## config.mk

```make
export PLATFORM = sky130hd
export DESIGN_NAME = regfile_mp
export DESIGN_NICKNAME = d
export VERILOG_FILES = /design/src/rtl/regfile_pkg.sv /design/src/rtl/regfile_scoreboard.sv /design/src/rtl/regfile_mp.sv
export SDC_FILE = /design/constraint.sdc
export NUM_CORES = 2
export LEC_CHECK = 0
export CAP_MARGIN = 20
export CORE_UTILIZATION = 46
export CTS_CLUSTER_DIAMETER = 60
export CTS_CLUSTER_SIZE = 20
export DETAILED_ROUTE_END_ITERATION = 7
export PLACE_DENSITY_LB_ADDON = 0.25
export RECOVER_POWER = 25
export SETUP_SLACK_MARGIN = 0.15
export SYNTH_ARGS = -nofsm -noshare
export SYNTH_HDL_FRONTEND = slang
export SYNTH_SLANG_ARGS = --single-unit
```

## constraint.sdc

```tcl
create_clock -name clk -period 60.5 [get_ports clk]
set_input_delay 12.1 -clock clk [delete_from_list [all_inputs] [get_ports clk]]
set_output_delay 12.1 -clock clk [all_outputs]
set_load 0.02 [all_outputs]
```

## src/rtl/regfile_pkg.sv

```systemverilog
// Shared constants and port-slice helper for the multi-port register file.
package regfile_pkg;
  localparam int DEF_DATA_W = 32;
  localparam int DEF_ADDR_W = 5;

  // Low bit of port k's field in a flattened per-port bus of fields 'width' wide.
  function automatic int slice_lo(input int port, input int width);
    return port * width;
  endfunction
endpackage

```

## src/rtl/regfile_scoreboard.sv

```systemverilog
// Per-register pending flags: writeback clears, issue sets, and issue wins a same-cycle tie.
module regfile_scoreboard #(
  parameter int ADDR_W   = regfile_pkg::DEF_ADDR_W,
  parameter int ZERO_REG = 1
) (
  input  logic                   clk,
  input  logic                   reset,
  input  logic                   wen0,
  input  logic [ADDR_W-1:0]      waddr0,
  input  logic                   wen1,
  input  logic [ADDR_W-1:0]      waddr1,
  input  logic                   issue_valid,
  input  logic [ADDR_W-1:0]      issue_addr,
  output logic [(2**ADDR_W)-1:0] pend_nxt,
  output logic [(2**ADDR_W)-1:0] pend_vec
);
  always_comb begin
    pend_nxt = pend_vec;
    if (wen0) pend_nxt[waddr0] = 1'b0;
    if (wen1) pend_nxt[waddr1] = 1'b0;
    if (issue_valid) pend_nxt[issue_addr] = 1'b1;
    if (ZERO_REG != 0) pend_nxt[0] = 1'b0;
  end

  always_ff @(posedge clk or posedge reset) begin
    if (reset) pend_vec <= '0;
    else       pend_vec <= pend_nxt;
  end
endmodule

```

## src/rtl/regfile_mp.sv

```systemverilog
// Two-write, NUM_RD-read register file with write-first registered reads and issue scoreboard.
module regfile_mp
  import regfile_pkg::*;
#(
  parameter int DATA_W   = DEF_DATA_W,
  parameter int ADDR_W   = DEF_ADDR_W,
  parameter int NUM_RD   = 2,
  parameter int ZERO_REG = 1
) (
  input  logic                       clk,
  input  logic                       reset,
  input  logic                       wen0,
  input  logic [ADDR_W-1:0]          waddr0,
  input  logic [DATA_W-1:0]          wdata0,
  input  logic                       wen1,
  input  logic [ADDR_W-1:0]          waddr1,
  input  logic [DATA_W-1:0]          wdata1,
  input  logic [NUM_RD-1:0]          ren,
  input  logic [NUM_RD*ADDR_W-1:0]   raddr,
  output logic [NUM_RD*DATA_W-1:0]   rdata,
  output logic [NUM_RD-1:0]          rpend,
  input  logic                       issue_valid,
  input  logic [ADDR_W-1:0]          issue_addr,
  output logic [(2**ADDR_W)-1:0]     pend_vec
);
  localparam int DEPTH = 2**ADDR_W;

  logic [DEPTH-1:0][DATA_W-1:0] mem;
  logic [DEPTH-1:0]             pend_nxt;

  regfile_scoreboard #(.ADDR_W(ADDR_W), .ZERO_REG(ZERO_REG)) u_sb (
    .clk         (clk),
    .reset       (reset),
    .wen0        (wen0),
    .waddr0      (waddr0),
    .wen1        (wen1),
    .waddr1      (waddr1),
    .issue_valid (issue_valid),
    .issue_addr  (issue_addr),
    .pend_nxt    (pend_nxt),
    .pend_vec    (pend_vec)
  );

  // Port 1 overrides port 0 on an address collision; r0 stays zero when hardwired.
  always_ff @(posedge clk or posedge reset) begin
    if (reset) begin
      mem <= '0;
    end else begin
      for (int i = 0; i < DEPTH; i++) begin
        if (ZERO_REG != 0 && i == 0)                mem[i] <= '0;
        else if (wen1 && waddr1 == ADDR_W'(i))      mem[i] <= wdata1;
        else if (wen0 && waddr0 == ADDR_W'(i))      mem[i] <= wdata0;
      end
    end
  end

  for (genvar k = 0; k < NUM_RD; k++) begin : g_rd
    logic [ADDR_W-1:0] ra;
    logic [DATA_W-1:0] byp;
    logic [DATA_W-1:0] rd_q;
    logic              rp_q;

    assign ra = raddr[slice_lo(k, ADDR_W) +: ADDR_W];

    // Same-edge write data is forwarded so the read sees post-edge contents.
    always_comb begin
      if (ZERO_REG != 0 && ra == '0)   byp = '0;
      else if (wen1 && waddr1 == ra)   byp = wdata1;
      else if (wen0 && waddr0 == ra)   byp = wdata0;
      else                             byp = mem[ra];
    end

    always_ff @(posedge clk or posedge reset) begin
      if (reset) begin
        rd_q <= '0;
        rp_q <= 1'b0;
      end else if (ren[k]) begin
        rd_q <= byp;
        rp_q <= pend_nxt[ra];
      end
    end

    assign rdata[slice_lo(k, DATA_W) +: DATA_W] = rd_q;
    assign rpend[k] = rp_q;
  end
endmodule

```

==> flow_metrics.tcl <==
set metrics [dict create \
    grt_pass1_wl_um 376700 \
    cts_max_level 3 \
    fp.coreArea_um2 145600 \
    top_layer "met5" \
    netSwitchingPower_mw 0.8249 \
    fmax_mhz 43.06 \
    start_kind "primary input" \
    dp_cells 7811 \
    cts_hold_repair.buffers 0 \
    hold_class "flop to flop" \
    total_power_mw 2.512 \
    wire_per_inst_um 32.44 \
    met2_length_um 112300 \
    die_w_um 384.9 \
    cpMaxStageDelayCell "clkbuf_1" \
    worstPathMaxFanout 166 \
    final_antenna_net_count 0 \
    grt_use_total 0.3518 \
    power.internal_mw 1.687 \
    setup-tns-final_ns 0 \
    ys.warnings.count 0 \
    syn-cell-area_um2 67440 \
    grt_overflow 0 \
    avgSynthCellArea_um2 10.65 \
    final_util 0.5111 \
    drt_wl_total_um 260800 \
    rows 140 \
    cts_buffers 107 \
    ctsResizeCount 0 \
    drv_cap 17 \
    rsz0062_at_grt "false" \
    synth_top_cell_area_share 0.4041 \
    path_cells "dlygate4sd3_1 > clkinvlp_2 > clkbuf_1" \
    placed_area_um2 70450 \
    clkPwrFrac 0.296 \
    postCtsSetupBuffers 0 \
    clk_pin_slew_ns 0.07 \
    met1Wirelength_um 100900 \
    crit_path_max_incr_delay_ns 6.47 \
    drive_above_1_share 0.1732 \
    crit_required_ns 59.05 \
    yosys-top-cells-count "dfrtp_1, mux2i_1, nor2_1" \
    io_pins 194 \
    start_util 0.4633 \
    firstDrtPassIters 8 \
    crit_buf_inv 3 \
    drcViolationCount 3 \
    die_area_um2 148100 \
    ys_types 67 \
    p_per_area_nw_per_um2 33.76 \
    skew_ns 0.04680 \
    finalCriticalPeriod_ns 23.22 \
    post-route-period-util 0.3838 \
    endpoint_kind "async pin" \
    critPathKind "primary input to async pin" \
    ys_ff_latch 1089 \
    area_delta_synth_final_pct 10.32 \
    switching_share 0.3284 \
    violations "design-rule violations, max-capacitance violations, max-slew violations" \
    grt_pass1_vias 51750 \
    synth_ff_type "dfrtp_1" \
    synth_cells 6330 \
    stdcell_area_um2 74390 \
    cts_tree "yes" \
    cts_buffer_depth 3 \
    port_buffers 192 \
    drt_iter0_drc 7620 \
    fin_nets 6108 \
    yosysMostFrequentCell "dfrtp_1" \
    synth.net_count 6426 \
    setup_viol 0 \
    wl_met3_um 33430 \
    yosysTopAreaCell "dfrtp_1" \
    holdWs_ns 0.4819 \
    async_flop_share 1.000 \
    tightestPinTransition_ns 9.255 \
    synth_edf_count 0 \
    clkSinkCount 1089 \
    viasPerCell 6.751 \
    synth_area_leaders "dfrtp_1, mux4_2, mux2i_1" \
    antenna_found_initial 15 \
    clk-insertion-delay-late_ns 0.77 \
    leakage_nw 32.89 \
    grt_max_degree 167 \
    seq_area_frac_synth 0.4041 \
    die_h_um 384.9 \
    fin_ws_ns 37.28 \
    vias 54270 \
    arrival_ns 21.77 \
    comb_power_share 0.271 \
    hpwl_um 139400 \
    finalNonFillerCells 8039 \
    status "complete, but fails checks" \
    seqPwrFrac 0.433 \
    place_ws_ns 44.28 \
    critPathTopFamily "buffers and inverters" \
    final_max_slew_viol_count 779 \
    vdd_drop_max_v 0.00002408 \
    hold_viol_final 0 \
    relSlewSlack -5.170 \
    gp_congestion 0.9022 \
    ctsRootBufferMaster "clkbuf_16" \
]
sequential cells by signal, summed over array words and instances (netlist names):
signal and count:
u_sb.pend_vec 31, g_rd.rd_q 64, g_rd.rp_q 2, mem 992
power groups by stage:
| stage | sequential (mW) | clock (mW) | combinational [mW] |
|---|---|---|---|
| 2_1_floorplan | 1.06 | 0 | 0.493 |
| 3_3_place_gp | 1.09 | 0 | 0.659 |
| 3_5_place_dp | 1.09 | 0 | 0.676 |
| 4_1_cts | 1.08 | 0.744 | 0.677 |
| 5_1_grt | 1.11 | 0.772 | 0.732 |
| 6_report | 1.09 | 0.742 | 0.681 |
logic make-up (layout without fill, tap and decap cells):
kind of cell              count (synthesis)  in the layout  synth area share
other                                     1             16        0.00005561
buffers and inverters                   802            579           0.04672
DFF                                    1089           1089            0.4041
muxes                                  1612           1612            0.3477
xor gates and xnor gates                 22             22          0.002857
AOI/OAI and AO/OA                      1318           1318            0.1107
and+or+nand+nor                        1486           1486           0.08787
per-layer routing:
metal  up-vias  global-route usage
met2      3700              0.5070
met5         -                   0
met4         6              0.1710
met1     27390              0.4833
li1      22470                   -
met3       712              0.1055
worst paths after layout:
path / depth (start not counted) / startpoint / slack (ns) / end
hold / removal: 1 / g_rd[0].rd_q[7] / 0.48 / g_rd[0].rd_q[7]
hold reg to reg: 1 / g_rd[0].rd_q[7] / 0.48 / g_rd[0].rd_q[7]
setup reg to reg: 6 / mem[658] / 58.04 / g_rd[0].rd_q[18]
min in group asynchronous: 2 / reset / 13.04 / mem[939]
setup / recovery: 3 / reset / 37.28 / mem[945]
max in group clk: 9 / wen1 / 43.10 / g_rd[1].rp_q
cell type report:
type	instances	area, um2
Antenna cell	15	37.54
Clock buffer	117	2786
Clock inverter	87	1069
Fill cell	12560	71170
Inverter	21	87.58
Multi-Input combinational cell	4439	37430
Sequential cell	1089	27250
Tap cell	1917	2399
Timing Repair Buffer	354	3328
cells in the final DEF (no fill, tap or decap), types with 18 or more instances in the layout:
cell type | Yosys | final
mux4_2 | 581 | 581
o2bb2ai_1 | 95 | 95
a22o_1 | 32 | 32
nand2_4 | 0 | 31
xor2_1 | 18 | 18
o21ai_0 | 393 | 393
a21oi_1 | 581 | 581
mux2_2 | 32 | 32
buf_4 | 5 | 140
clkdlybuf4s50_1 | 0 | 149
inv_6 | 0 | 18
dfrtp_1 | 1089 | 1089
mux2i_1 | 999 | 999
o211ai_1 | 35 | 35
nor2_1 | 744 | 736
o21ai_1 | 31 | 31
clkbuf_16 | 0 | 108
a31oi_1 | 110 | 110
dlygate4sd3_1 | 0 | 33
nand2_1 | 637 | 606
No activity file was read; power rests on OpenSTA's default activity.
